**config.mk**
```make
export PLATFORM = sky130hd
export DESIGN_NAME = prog_loader
export DESIGN_NICKNAME = d
export VERILOG_FILES = /design/src/rtl/riscv_pkg.sv /design/src/rtl/word_assembler.sv /design/src/rtl/prog_loader.sv
export SDC_FILE = /design/constraint.sdc
export NUM_CORES = 1
export LEC_CHECK = 0
export ABC_AREA = 1
export CAP_MARGIN = 20
export CORE_ASPECT_RATIO = 1.75
export CORE_MARGIN = 2
export CORE_UTILIZATION = 30
export CTS_CLUSTER_SIZE = 24
export DETAILED_ROUTE_END_ITERATION = 12
export DONT_BUFFER_PORTS = 1
export SYNTH_ARGS = -nofsm -noshare
export SYNTH_HDL_FRONTEND = slang
export SYNTH_HIERARCHICAL = 1
export SYNTH_SLANG_ARGS = --single-unit
```
**constraint.sdc**
```tcl
create_clock -name clk -period 4.3 [get_ports clk]
set_input_delay 0.43 -clock clk [delete_from_list [all_inputs] [get_ports clk]]
set_output_delay 0.43 -clock clk [all_outputs]
set_load 0.01 [all_outputs]
```
**src/rtl/riscv_pkg.sv**
```systemverilog
// riscv_pkg: loader FSM states and image-format constants shared by prog_loader and word_assembler.
package riscv_pkg;
  typedef enum logic [2:0] {HDR0, HDR1, DATA, CSUM, DONE, ERR} state_e;
  localparam int HDR_LEN    = 2;
  localparam int CSUM_BITS  = 8;
  localparam int WORD_BYTES = 4;
endpackage

```
**src/rtl/word_assembler.sv**
```systemverilog
// word_assembler: packs little-endian bytes into 32-bit words and keeps the running XOR checksum.
module word_assembler
  import riscv_pkg::*;
(
  input  logic                 clk,
  input  logic                 rst_n,
  input  logic                 clr_i,
  input  logic                 en_i,
  input  logic [7:0]           byte_i,
  output logic                 word_done_o,
  output logic [31:0]          word_o,
  output logic [CSUM_BITS-1:0] csum_o
);
  logic [$clog2(WORD_BYTES)-1:0] idx_q, idx_d;
  logic [23:0] lo_q, lo_d;
  logic [CSUM_BITS-1:0] csum_q, csum_d;
  always_comb begin
    idx_d  = clr_i ? '0 : en_i ? idx_q + 1'b1 : idx_q;
    csum_d = clr_i ? '0 : en_i ? csum_q ^ byte_i : csum_q;
    lo_d   = lo_q;
    if (en_i && idx_q != 2'd3) lo_d[idx_q*8 +: 8] = byte_i;
    if (clr_i) lo_d = '0;
  end
  always_ff @(posedge clk or negedge rst_n) begin
    if (!rst_n) begin
      idx_q  <= '0;
      lo_q   <= '0;
      csum_q <= '0;
    end else begin
      idx_q  <= idx_d;
      lo_q   <= lo_d;
      csum_q <= csum_d;
    end
  end
  // The last byte goes straight to the output so the word is ready in the same cycle.
  assign word_done_o = en_i && idx_q == 2'd3;
  assign word_o      = {byte_i, lo_q};
  assign csum_o      = csum_q;
endmodule

```
**src/rtl/prog_loader.sv**
```systemverilog
// prog_loader: receives a length-prefixed, XOR-checked byte image, writes it into
// instruction memory and releases the core reset once the image is verified.
module prog_loader
  import riscv_pkg::*;
#(
  parameter int i_addr_bits = 6
) (
  input  logic                   clk,
  input  logic                   rst_n,
  input  logic                   byte_valid,
  input  logic [7:0]             byte_data,
  output logic                   byte_ready,
  input  logic                   restart,
  output logic                   i_wr_en,
  output logic [i_addr_bits-1:0] i_wr_addr,
  output logic [31:0]            i_wr_data,
  output logic                   core_rst_n,
  output logic                   load_done,
  output logic                   load_err
);
  localparam int CAP = 2 ** (i_addr_bits - 2);
  state_e state_q, state_d;
  logic [7:0] cnt_lo_q, cnt_lo_d;
  logic [15:0] n_q, n_d, widx_q, widx_d;
  logic [15:0] n_hdr;
  logic xfer, restart_go, clr, word_done;
  logic [31:0] word;
  logic [CSUM_BITS-1:0] csum;
  logic wr_en_q;
  logic [i_addr_bits-1:0] wr_addr_q;
  logic [31:0] wr_data_q;
  logic core_rst_n_q, done_q, err_q;
  assign byte_ready = state_q != DONE && state_q != ERR;
  assign xfer       = byte_valid && byte_ready;
  assign n_hdr      = {byte_data, cnt_lo_q};
  assign restart_go = restart && (state_q == DONE || state_q == ERR);
  // Checksum and byte index restart at the header boundary, so N==0 images check against 0.
  assign clr        = (state_q == HDR1 && xfer) || restart_go;
  word_assembler u_asm (
    .clk        (clk),
    .rst_n      (rst_n),
    .clr_i      (clr),
    .en_i       (xfer && state_q == DATA),
    .byte_i     (byte_data),
    .word_done_o(word_done),
    .word_o     (word),
    .csum_o     (csum)
  );
  always_comb begin
    state_d  = state_q;
    cnt_lo_d = cnt_lo_q;
    n_d      = n_q;
    widx_d   = widx_q;
    case (state_q)
      HDR0: if (xfer) begin
        cnt_lo_d = byte_data;
        state_d  = HDR1;
      end
      HDR1: if (xfer) begin
        n_d     = n_hdr;
        widx_d  = '0;
        state_d = n_hdr == 16'd0 ? CSUM : {16'd0, n_hdr} > 32'(CAP) ? ERR : DATA;
      end
      DATA: if (word_done) begin
        widx_d  = widx_q + 16'd1;
        state_d = widx_q == n_q - 16'd1 ? CSUM : DATA;
      end
      CSUM: if (xfer) state_d = byte_data == csum ? DONE : ERR;
      DONE, ERR: if (restart) begin
        state_d  = HDR0;
        cnt_lo_d = '0;
        n_d      = '0;
        widx_d   = '0;
      end
      default: state_d = HDR0;
    endcase
  end
  always_ff @(posedge clk or negedge rst_n) begin
    if (!rst_n) begin
      state_q      <= HDR0;
      cnt_lo_q     <= '0;
      n_q          <= '0;
      widx_q       <= '0;
      wr_en_q      <= 1'b0;
      wr_addr_q    <= '0;
      wr_data_q    <= '0;
      core_rst_n_q <= 1'b0;
      done_q       <= 1'b0;
      err_q        <= 1'b0;
    end else begin
      state_q      <= state_d;
      cnt_lo_q     <= cnt_lo_d;
      n_q          <= n_d;
      widx_q       <= widx_d;
      wr_en_q      <= word_done;
      core_rst_n_q <= state_d == DONE;
      done_q       <= state_d == DONE;
      err_q        <= state_d == ERR;
      if (word_done) begin
        wr_addr_q <= {widx_q[i_addr_bits-3:0], 2'b00};
        wr_data_q <= word;
      end
    end
  end
  assign i_wr_en    = wr_en_q;
  assign i_wr_addr  = wr_addr_q;
  assign i_wr_data  = wr_data_q;
  assign core_rst_n = core_rst_n_q;
  assign load_done  = done_q;
  assign load_err   = err_q;
endmodule

```
==> impl_metrics.env, run 1 <==
export IMPL_status="finished clean"
export IMPL_synthSimpleGateAreaFrac=0.2577
export IMPL_fin_area_mm2=0.006789
export IMPL_io_buffer_count=0
export IMPL_finalClockSkew_ns=0.007490
export IMPL_holdPathEnd="state_q[1]"
export IMPL_p_leak_nw=3.428
export IMPL_finalSetupViolCount=0
export IMPL_final_util=0.3454
export IMPL_synth_top_family_by_area="simple AND/OR/NAND/NOR gates"
export IMPL_fmaxAchievable_mhz=355.1
export IMPL_dpl_cell_count=907
export IMPL_nets=702
export IMPL_drc=0
export IMPL_cp_end_kind="flop"
export IMPL_synth_xor_area_share=0.03440
export IMPL_grt_max_degree=117
export IMPL_drt_initial_drc_count=259
export IMPL_drv_slew=0
export IMPL_max_cap_violations=0
export IMPL_num_io_pins=55
export IMPL_coreArea_mm2=0.01965
export IMPL_relSlewSlack=0.5922
export IMPL_synth_cells=687
export IMPL_finalSetupTns_ns=0
export IMPL_hold_path_depth=1
export IMPL_rows=68
export IMPL_wl_per_cell_um=15.46
export IMPL_area_delta_synth_final_pct=13.14
export IMPL_grt_pass1_vias=4588
export IMPL_synthAdderAreaFrac=0.01460
export IMPL_worst_skew_pair_late_latency_ns=0.41
export IMPL_ctsResizeCount=0
export IMPL_vias=4515
export IMPL_hold_viol_final=0
export IMPL_grtUsageTotal=0.1414
export IMPL_cts_buffer_depth=2
export IMPL_reg2reg_to="u_asm/lo_q[17]"
export IMPL_ant_nets=0
export IMPL_cts_sinks=116
export IMPL_period_share=0.6548
export IMPL_antenna_found_initial=0
export IMPL_hold_path_class="in2reg"
export IMPL_yosys_warnings=6
export IMPL_firstDrtPassIters=4
export IMPL_async_flop_share=1.000
export IMPL_synth_edff_count=0
export IMPL_dpl_cell_area_mm2=0.006135
export IMPL_ys_types=40
export IMPL_numCtsBuffers=17
export IMPL_dpl_hpwl_um=10720
export IMPL_stdcell_count=941
export IMPL_synth_compound_area_frac=0.06756
export IMPL_syn_cell_area_mm2=0.006001
export IMPL_regToRegSetupSlack_ns=1.48
export IMPL_dieArea_mm2=0.02119
export IMPL_die_h_um=191.1
export IMPL_initial_core_util=0.3053
export IMPL_synth_seq_area_share=0.4837
export IMPL_dominantRegCellSynth="dfrtp_1"
export IMPL_avgViaCountPerCell=4.798
export IMPL_cts_root_buf="clkbuf_16"
export IMPL_drive_above_1_share=0.1451
export IMPL_syn_avg_cell_area_um2=8.735
export IMPL_crit_fanout=24
export IMPL_worst_pin_slew_ns=0.6117
export IMPL_start_kind="flop"
export IMPL_cts_tree="built"
export IMPL_wirelength_um=14550
export IMPL_required_ns=4.64
export IMPL_synthMuxAreaShare=0.06005
export IMPL_crit_type="reg2reg"
export IMPL_hold_slack_ns=0.1565
export IMPL_die_x_um=110.9
export IMPL_diodes=0
export IMPL_cts_setup_buffers=0
export IMPL_htreeDepth=4
export IMPL_power_density_mw_per_mm2=627.9
export IMPL_path_clk_slew_ns=0.05
export IMPL_worst_ir_drop_vdd_mv=0.2807
export IMPL_grt_pass1_wl_um=23630
export IMPL_min_period_ns=2.816
export IMPL_rsz0062_at_grt="false"
export IMPL_r2r_cells=10
export IMPL_hp_start="byte_valid"
export IMPL_grt_overflow_total=0
export IMPL_crit_arrival_ns=3.16
export IMPL_synth_seq_cells=116
export IMPL_r2r_start="state_q[0]"
export IMPL_place_gp_congestion=0.9000
## stage by stage
step	worst slack, ns	power [mW]
2_1_floorplan	2.016	2.510
4_1_cts	1.471	4.308
5_1_grt	1.205	4.560
3_5_place_dp	1.493	2.794
6_report	1.484	4.263
3_3_place_gp	1.569	2.773
## cells in the final DEF, fill, tap and decap left out, drive strengths merged
cell / Yosys / routed
o21a: 1 / 1
xor2: 15 / 15
o21bai: 1 / 1
clkinvlp: 0 / 2
o31ai: 2 / 2
nand4: 6 / 6
nand3: 79 / 79
nor2: 81 / 81
nand3b: 5 / 5
a211oi: 2 / 2
o211ai: 1 / 1
nor3: 9 / 9
ha: 7 / 7
dlygate4sd3: 0 / 1
bufinv: 0 / 3
dfrtp: 116 / 116
o22ai: 9 / 9
clkbuf: 3 / 19
mux2: 32 / 32
o21ai: 18 / 18
nand2: 153 / 153
xnor3: 1 / 1
inv: 77 / 81
a21oi: 23 / 23
a31oi: 1 / 1
or2: 4 / 4
clkinv: 0 / 4
buf: 26 / 4
conb: 1 / 2
xnor2: 6 / 6
o32ai: 8 / 8
## sequential cells by signal, summed over array words and instances (netlist names)
register / count
cnt_lo_q: 8
i_wr_addr: 4
i_wr_data: 32
i_wr_en: 1
load_done: 1
load_err: 1
n_q: 16
state_q: 3
u_asm/csum_o: 8
u_asm/idx_q: 2
u_asm/lo_q: 24
widx_q: 16
## worst max-delay path, stage by stage, from the launching register on
cell and delay (ns):
dfrtp_1 0.46, nand2_1 0.15, nor2_1 0.07, inv_1 0.35, nand2_2 0.37, inv_1 0.46
buf_4 0.39, nand2_1 0.14, nor2_4 0.18, nand3_1 0.10, nand2_1 0.07
## timing repair
action / in CTS / in global routing
setup endpoints to repair: 0 / 0
hold buffers: 2 / 0
endpoints found under the hold margin: 116 / 0
## metal layers
| layer | vias to the layer above | wire (um) | global-route usage |
|---|---|---|---|
| met4 | 0 | 435 | 0.06250 |
| met5 | - | 0 | 0 |
| met3 | 26 | 603 | 0.03488 |
| met2 | 78 | 8155 | 0.2716 |
| li1 | 2232 | - | - |
| met1 | 2179 | 5357 | 0.1429 |
## how the worst max path moves through the flow
stage	start	depth (start not counted)	endpoint	slack, ns
after floorplan	state_q[2]	17	widx_q[14]	2.02
after global placement	state_q[0]	10	u_asm/lo_q[19]	1.57
after detailed placement	state_q[0]	10	u_asm/lo_q[23]	1.49
after CTS	state_q[0]	10	u_asm/lo_q[17]	1.47
after global routing	state_q[0]	10	u_asm/lo_q[18]	1.20
final	state_q[0]	10	u_asm/lo_q[17]	1.48
## cell usage after synthesis, types with 6 or more instances
cell type  instances  share of area
nand3_1           74          0.062
nor3_1             7         0.0058
xor2_1            15          0.022
o22ai_1            9         0.0094
nor2_1            73          0.046
a21oi_1           22          0.018
dfrtp_1          116           0.48
o32ai_1            8          0.012
o21ai_0           15          0.013
nand2_1          144          0.090
mux2_2            32          0.060
inv_1             75          0.047
ha_1               7          0.015
nand4_1            6         0.0063
buf_4             15          0.019
nand2_2            7         0.0073
xnor2_1            6         0.0088
## layout make-up
type,count,area [um^2]
well taps,245,306.5
flip-flops and latches,116,2903
repair buffers,5,60.06
clock buffers,19,442.9
inverters,77,289.0
multi-input cells,466,2614
clock inverters,13,173.9
fillers,2004,12860
## kinds of logic (layout without fill, tap and decap cells)
| logic type | Yosys count | after routing |
|---|---|---|
| flops | 116 | 116 |
| simple gates | 337 | 337 |
| mux | 32 | 32 |
| other cells | 1 | 2 |
| buf+inv | 106 | 114 |
| compound gates | 66 | 66 |
| xor+xnor | 22 | 22 |
| fa+ha+maj | 7 | 7 |
## where the power goes
group	total, mW	switching, mW	internal (mW)
registers	1.37	0.130	1.24
logic	1.43	0.971	0.455
clock network	1.47	0.533	0.937
total	4.26	1.63	2.63
Note: power is estimated with default switching activity, not from simulation.
==> run 2: changes to the inputs <==
==> constraint.sdc (replaced) <==
create_clock -name clk -period 2.9 [get_ports clk]
set_input_delay 0.29 -clock clk [delete_from_list [all_inputs] [get_ports clk]]
set_output_delay 0.29 -clock clk [all_outputs]
set_load 0.01 [all_outputs]
==> run 2 against run 1 <==
  * The flow now finishes with violations (hold timing)
  * Routed wire length rose by 0.83%
  * Non-clock buffer count fell by 1
  * Critical path depth rose by 7
  * Via count fell by 0.86%
  * Sequential cell count did not move
  * Critical endpoint is now widx_q[11]
  * Highest routed layer unchanged
==> impl_metrics.env, run 2 (synthesis gave the netlist of run 1 again) <==
export IMPL_ctsResizeCount=0
export IMPL_crit_type="reg2reg"
export IMPL_violations="hold timing"
export IMPL_area_delta_synth_final_pct=12.82
export IMPL_fin_area_mm2=0.006770
export IMPL_grt_pass1_vias=4636
export IMPL_dr_wl_met3_um=574
export IMPL_final_cell_mix="144 x nand2_1, 116 x dfrtp_1, 75 x inv_1, 74 x nand3_1, 73 x nor2_1"
export IMPL_dr_wl_met2_um=8095
export IMPL_required_ns=3.24
export IMPL_ant_nets=0
export IMPL_hold_slack_ns=-0.4250
export IMPL_initial_core_util=0.3053
export IMPL_die_h_um=191.1
export IMPL_min_period_ns=2.175
export IMPL_rows=68
export IMPL_critical_path_max_stage_delay_ns=0.38
export IMPL_start_kind="flop"
export IMPL_diodes=0
export IMPL_finalSetupTns_ns=0
export IMPL_cts_tree="built"
export IMPL_period_share=0.7501
export IMPL_avgViaCountPerCell=4.762
export IMPL_p_leak_nw=3.422
export IMPL_fillCellCount=1990
export IMPL_crit_chain="inv_1 -> nand2_2 -> nor2_4 -> inv_1 -> nor2_1 -> nand2_1 -> inv_1 -> nand2_2 -> nand2_1 -> nand2_2 -> nor2_4 -> nand3_2 -> nor2_2 -> nand2_1 -> nand2_1 -> nand2_1 -> nor2_1"
export IMPL_dieArea_mm2=0.02119
export IMPL_antenna_found_initial=0
export IMPL_drt_initial_drc_count=281
export IMPL_drv_slew=0
export IMPL_io_buffer_count=0
export IMPL_crit_buf_inv=3
export IMPL_grt_max_degree=117
export IMPL_final_util=0.3445
export IMPL_dr_max_layer_used="met4"
export IMPL_met1_length_um=5422
export IMPL_num_io_pins=55
export IMPL_cts_root_buf="clkbuf_16"
export IMPL_cts_buffer_depth=2
export IMPL_dpl_hpwl_um=10830
export IMPL_worst_skew_pair_late_latency_ns=0.41
export IMPL_wirelength_um=14670
export IMPL_rsz0062_at_grt="false"
export IMPL_cp_end_kind="flop"
export IMPL_finalSetupViolCount=0
export IMPL_drive_above_1_share=0.1468
export IMPL_coreArea_mm2=0.01965
export IMPL_crit_fanout=11
export IMPL_grtUsageTotal=0.1432
export IMPL_crit_arrival_ns=2.52
export IMPL_slowest_stage="dfrtp_1"
export IMPL_crit_family="simple AND/OR/NAND/NOR gates"
export IMPL_finalClockSkew_ns=0.009152
export IMPL_power_density_mw_per_mm2=928.0
export IMPL_cts_setup_buffers=0
export IMPL_grt_pass1_wl_um=23830
export IMPL_place_gp_congestion=0.8516
export IMPL_largest_reg_flops=32
export IMPL_drc=0
export IMPL_die_x_um=110.9
export IMPL_crit_top_cell="nand2_1"
export IMPL_final_common_cell="nand2_1"
export IMPL_path_clk_slew_ns=0.06
export IMPL_htreeDepth=4
export IMPL_cts_sinks=116
export IMPL_dpl_cell_area_mm2=0.006155
export IMPL_firstDrtPassIters=6
export IMPL_nets=701
export IMPL_numCtsBuffers=17
export IMPL_wl_per_cell_um=15.61
export IMPL_worst_ir_drop_vdd_mv=0.4422
export IMPL_max_cap_violations=0
export IMPL_status="finished, violations left"
export IMPL_fmaxAchievable_mhz=459.7
export IMPL_hold_viol_final=116
export IMPL_hold_path_class="in2async"
export IMPL_vias=4476
export IMPL_grt_overflow_total=0
==> run 2: cell type report <==
cell class	count	area [um^2]	share of cell area
Clock inverter	14	176.4	0.02606
Multi-Input combinational cell	466	2614	0.3861
Sequential cell	116	2903	0.4288
Timing Repair Buffer	4	42.54	0.006283
Inverter	77	289.0	0.04269
Tap cell	245	306.5	0.04528
Clock buffer	18	439.2	0.06487
==> run 2: where the power goes <==
group,internal (mW),switching (mW)
Clock,1.38,0.786
Combinational,0.698,1.39
Sequential,1.83,0.189
Total,3.91,2.37
==> run 2: per-stage QoR <==
step / instances / worst slack [ns] / power (mW)
2_1_floorplan: 688 / 0.6160 / 3.722
3_3_place_gp: 908 / 0.8574 / 4.116
3_5_place_dp: 908 / 0.7629 / 4.154
4_1_cts: 940 / 0.7383 / 6.349
5_1_grt: 940 / 0.4779 / 6.741
6_report: 940 / 0.7248 / 6.283
==> run 2: per-layer routing <==
metal  up-vias  global-route usage
met5         -                   0
met3        29             0.03805
met4         0             0.07115
li1       2219                   -
met1      2145              0.1463
met2        83              0.2673
==> run 2: worst paths after layout <==
check	start	cells after the start	slack (ns)	end
max	state_q[2]	17	0.72	widx_q[11]
min	rst_n	0	-0.43	i_wr_addr[2]
max reg2reg	state_q[2]	17	0.72	widx_q[11]
min reg2reg	u_asm/lo_q[15]	2	0.50	u_asm/lo_q[15]
max in group asynchronous	rst_n	0	3.09	u_asm/idx_q[0]
min in group clk	byte_valid	1	0.02	state_q[1]
==> run 3: changes to the inputs <==
==> constraint.sdc (replaced) <==
create_clock -name clk -period 2.15 [get_ports clk]
set_input_delay 0.215 -clock clk [delete_from_list [all_inputs] [get_ports clk]]
set_output_delay 0.215 -clock clk [all_outputs]
set_load 0.01 [all_outputs]
==> run 3 against run 2 <==
  * The run still ends with hold timing left
  * Global-route usage up 1.1 points
  * Combinational power rose by 41%
  * Clock power increased by 25%
  * Non-clock buffer count is 19 higher
  * Critical path depth decreased by 3
  * Power rose by 34%
  * Count of clock-buffer cells in the layout is 1 higher
  * Via count rose by 5.4%
  * Sequential share of layout area down 0.88 points
  * Sequential cell count did not move
==> impl_metrics.env, run 3 (synthesis gave the netlist of run 1 again) <==
export IMPL_status="finished, violations left"
export IMPL_violations="hold timing"
export IMPL_grt_pass1_vias=4819
export IMPL_largest_reg_flops=32
export IMPL_wl_per_cell_um=16.41
export IMPL_worst_skew_pair_late_latency_ns=0.41
export IMPL_numCtsBuffers=17
export IMPL_dieArea_mm2=0.02119
export IMPL_cts_sinks=116
export IMPL_fillCellCount=1980
export IMPL_finalClockSkew_ns=0.01231
export IMPL_r2r_start="state_q[2]"
export IMPL_stdcell_count=959
export IMPL_die_x_um=110.9
export IMPL_relSlewSlack=0.6649
export IMPL_finalSetupTns_ns=0
export IMPL_cts_buffer_depth=2
export IMPL_crit_arrival_ns=2.28
export IMPL_num_io_pins=55
export IMPL_max_cap_violations=0
export IMPL_seq_area_mm2=0.002903
export IMPL_drv_slew=0
export IMPL_r2r_cells=14
export IMPL_final_util=0.3517
export IMPL_cts_hold_buf=9
export IMPL_fmaxAchievable_mhz=506.6
export IMPL_initial_core_util=0.3053
export IMPL_wirelength_um=15740
export IMPL_grtUsageTotal=0.1538
export IMPL_period_share=0.9181
export IMPL_rsz0062_at_grt="false"
export IMPL_reg2reg_to="widx_q[14]"
export IMPL_dpl_cell_area_mm2=0.006205
export IMPL_io_buffer_count=0
export IMPL_grt_overflow_total=0
export IMPL_coreArea_mm2=0.01965
export IMPL_hold_slack_ns=-0.5027
export IMPL_drive_above_1_share=0.1639
export IMPL_avgViaCountPerCell=4.920
export IMPL_place_gp_congestion=0.8683
export IMPL_drt_initial_drc_count=247
export IMPL_diodes=0
export IMPL_dp_worst_setup_slack_ns=0.1386
export IMPL_hold_path_class="in2async"
export IMPL_crit_type="reg2reg"
export IMPL_firstDrtPassIters=5
export IMPL_vias=4718
export IMPL_ant_nets=0
export IMPL_rows=68
export IMPL_final_cell_mix="143 x nand2_1, 116 x dfrtp_1, 74 x nand3_1, 72 x nor2_1, 71 x inv_1"
export IMPL_dpl_cell_count=915
export IMPL_p_total_mw=8.392
export IMPL_power_density_mw_per_mm2=1214
export IMPL_htreeDepth=4
export IMPL_fin_ws_ns=0.1761
export IMPL_multiInputGateArea_mm2=0.002649
export IMPL_crit_fanout=4
export IMPL_dpl_hpwl_um=10950
export IMPL_drc=0
export IMPL_min_period_ns=1.974
export IMPL_cts_root_buf="clkbuf_16"
export IMPL_grt_pass1_wl_um=25310
export IMPL_hold_viol_final=116
export IMPL_worst_ir_drop_vdd_mv=0.5835
export IMPL_grt_max_degree=117
export IMPL_antenna_found_initial=0
export IMPL_final_common_cell="nand2_1"
export IMPL_worst_pin_slew_ns=0.5027
export IMPL_cp_end_kind="flop"
export IMPL_p_leak_nw=3.488
export IMPL_path_clk_slew_ns=0.06
export IMPL_area_delta_synth_final_pct=15.20
export IMPL_start_kind="flop"
export IMPL_finalSetupViolCount=0
export IMPL_regToRegSetupSlack_ns=0.18
export IMPL_required_ns=2.45
export IMPL_die_h_um=191.1
export IMPL_fin_area_mm2=0.006913
export IMPL_cts_tree="built"
export IMPL_nets=720
## run 3: cell types whose count changed in the layout (fill, tap and decap cells not counted), moves of 2 or more
cell           previous run  this run
buf_4                     3        14
dlygate4sd3_1             0         9
inv_1                    75        71
clkinv_2                  2         5
inv_2                     2         5
clkbuf_1                  0         2
clkinv_4                  4         2
clkinvlp_4                2         4
inv_6                     3         1
## run 3: power breakdown
group / leakage (nW) / internal, mW / switching (mW)
clock network: 0.273 / 1.70 / 1.01
registers: 1.59 / 2.47 / 0.263
logic: 1.63 / 1.01 / 1.94
total: 3.49 / 5.18 / 3.22
## run 3: worst max path at each step
stage / startpoint / slack [ns] / cells past startpoint / to
2_1_floorplan: state_q[2] / -0.01 / 17 / widx_q[14]
3_3_place_gp: state_q[2] / 0.14 / 14 / widx_q[4]
3_5_place_dp: state_q[0] / 0.14 / 10 / u_asm/lo_q[6]
4_1_cts: state_q[2] / 0.11 / 14 / widx_q[4]
5_1_grt: state_q[2] / 0.01 / 17 / widx_q[11]
6_report: state_q[2] / 0.18 / 14 / widx_q[14]
## run 3: what timing repair did
| item | 4_1_cts | 5_1_grt |
|---|---|---|
| setup buffers | 0 | 3 |
| setup endpoints to repair | 0 | 11 |
| resized for setup | 0 | 7 |
| endpoints found under the hold margin | 139 | 116 |
## run 3: final cells by class
cell class | count | share of cell area
tap | 245 | 0.04434
clock buffer | 19 | 0.06262
multi-input combinational | 466 | 0.3832
sequential | 116 | 0.4199
timing repair buffer | 23 | 0.02824
inverter | 77 | 0.04235
clock inverter | 13 | 0.01937
## run 3: routing by layer
| metal | share of wire | wire length, um | vias up | track usage |
|---|---|---|---|---|
| li1 | - | - | 2264 | - |
| met1 | 0.35 | 5586 | 2279 | 0.1515 |
| met2 | 0.55 | 8659 | 130 | 0.2907 |
| met3 | 0.047 | 744 | 45 | 0.04058 |
| met4 | 0.047 | 746 | 0 | 0.08317 |
| met5 | 0 | 0 | - | 0 |
## run 3: critical path, cell delays in order (launching register included)
cell     delay, ns
dfrtp_1       0.40
inv_2         0.07
nand2_2       0.07
nor2_4        0.12
inv_2         0.07
nor2_2        0.12
nand2_1       0.07
inv_2         0.08
nand2_4       0.07
a21oi_4       0.18
nand3_2       0.12
nor2_2        0.16
nand3_1       0.13
o21ai_1       0.15
nor2_1        0.05
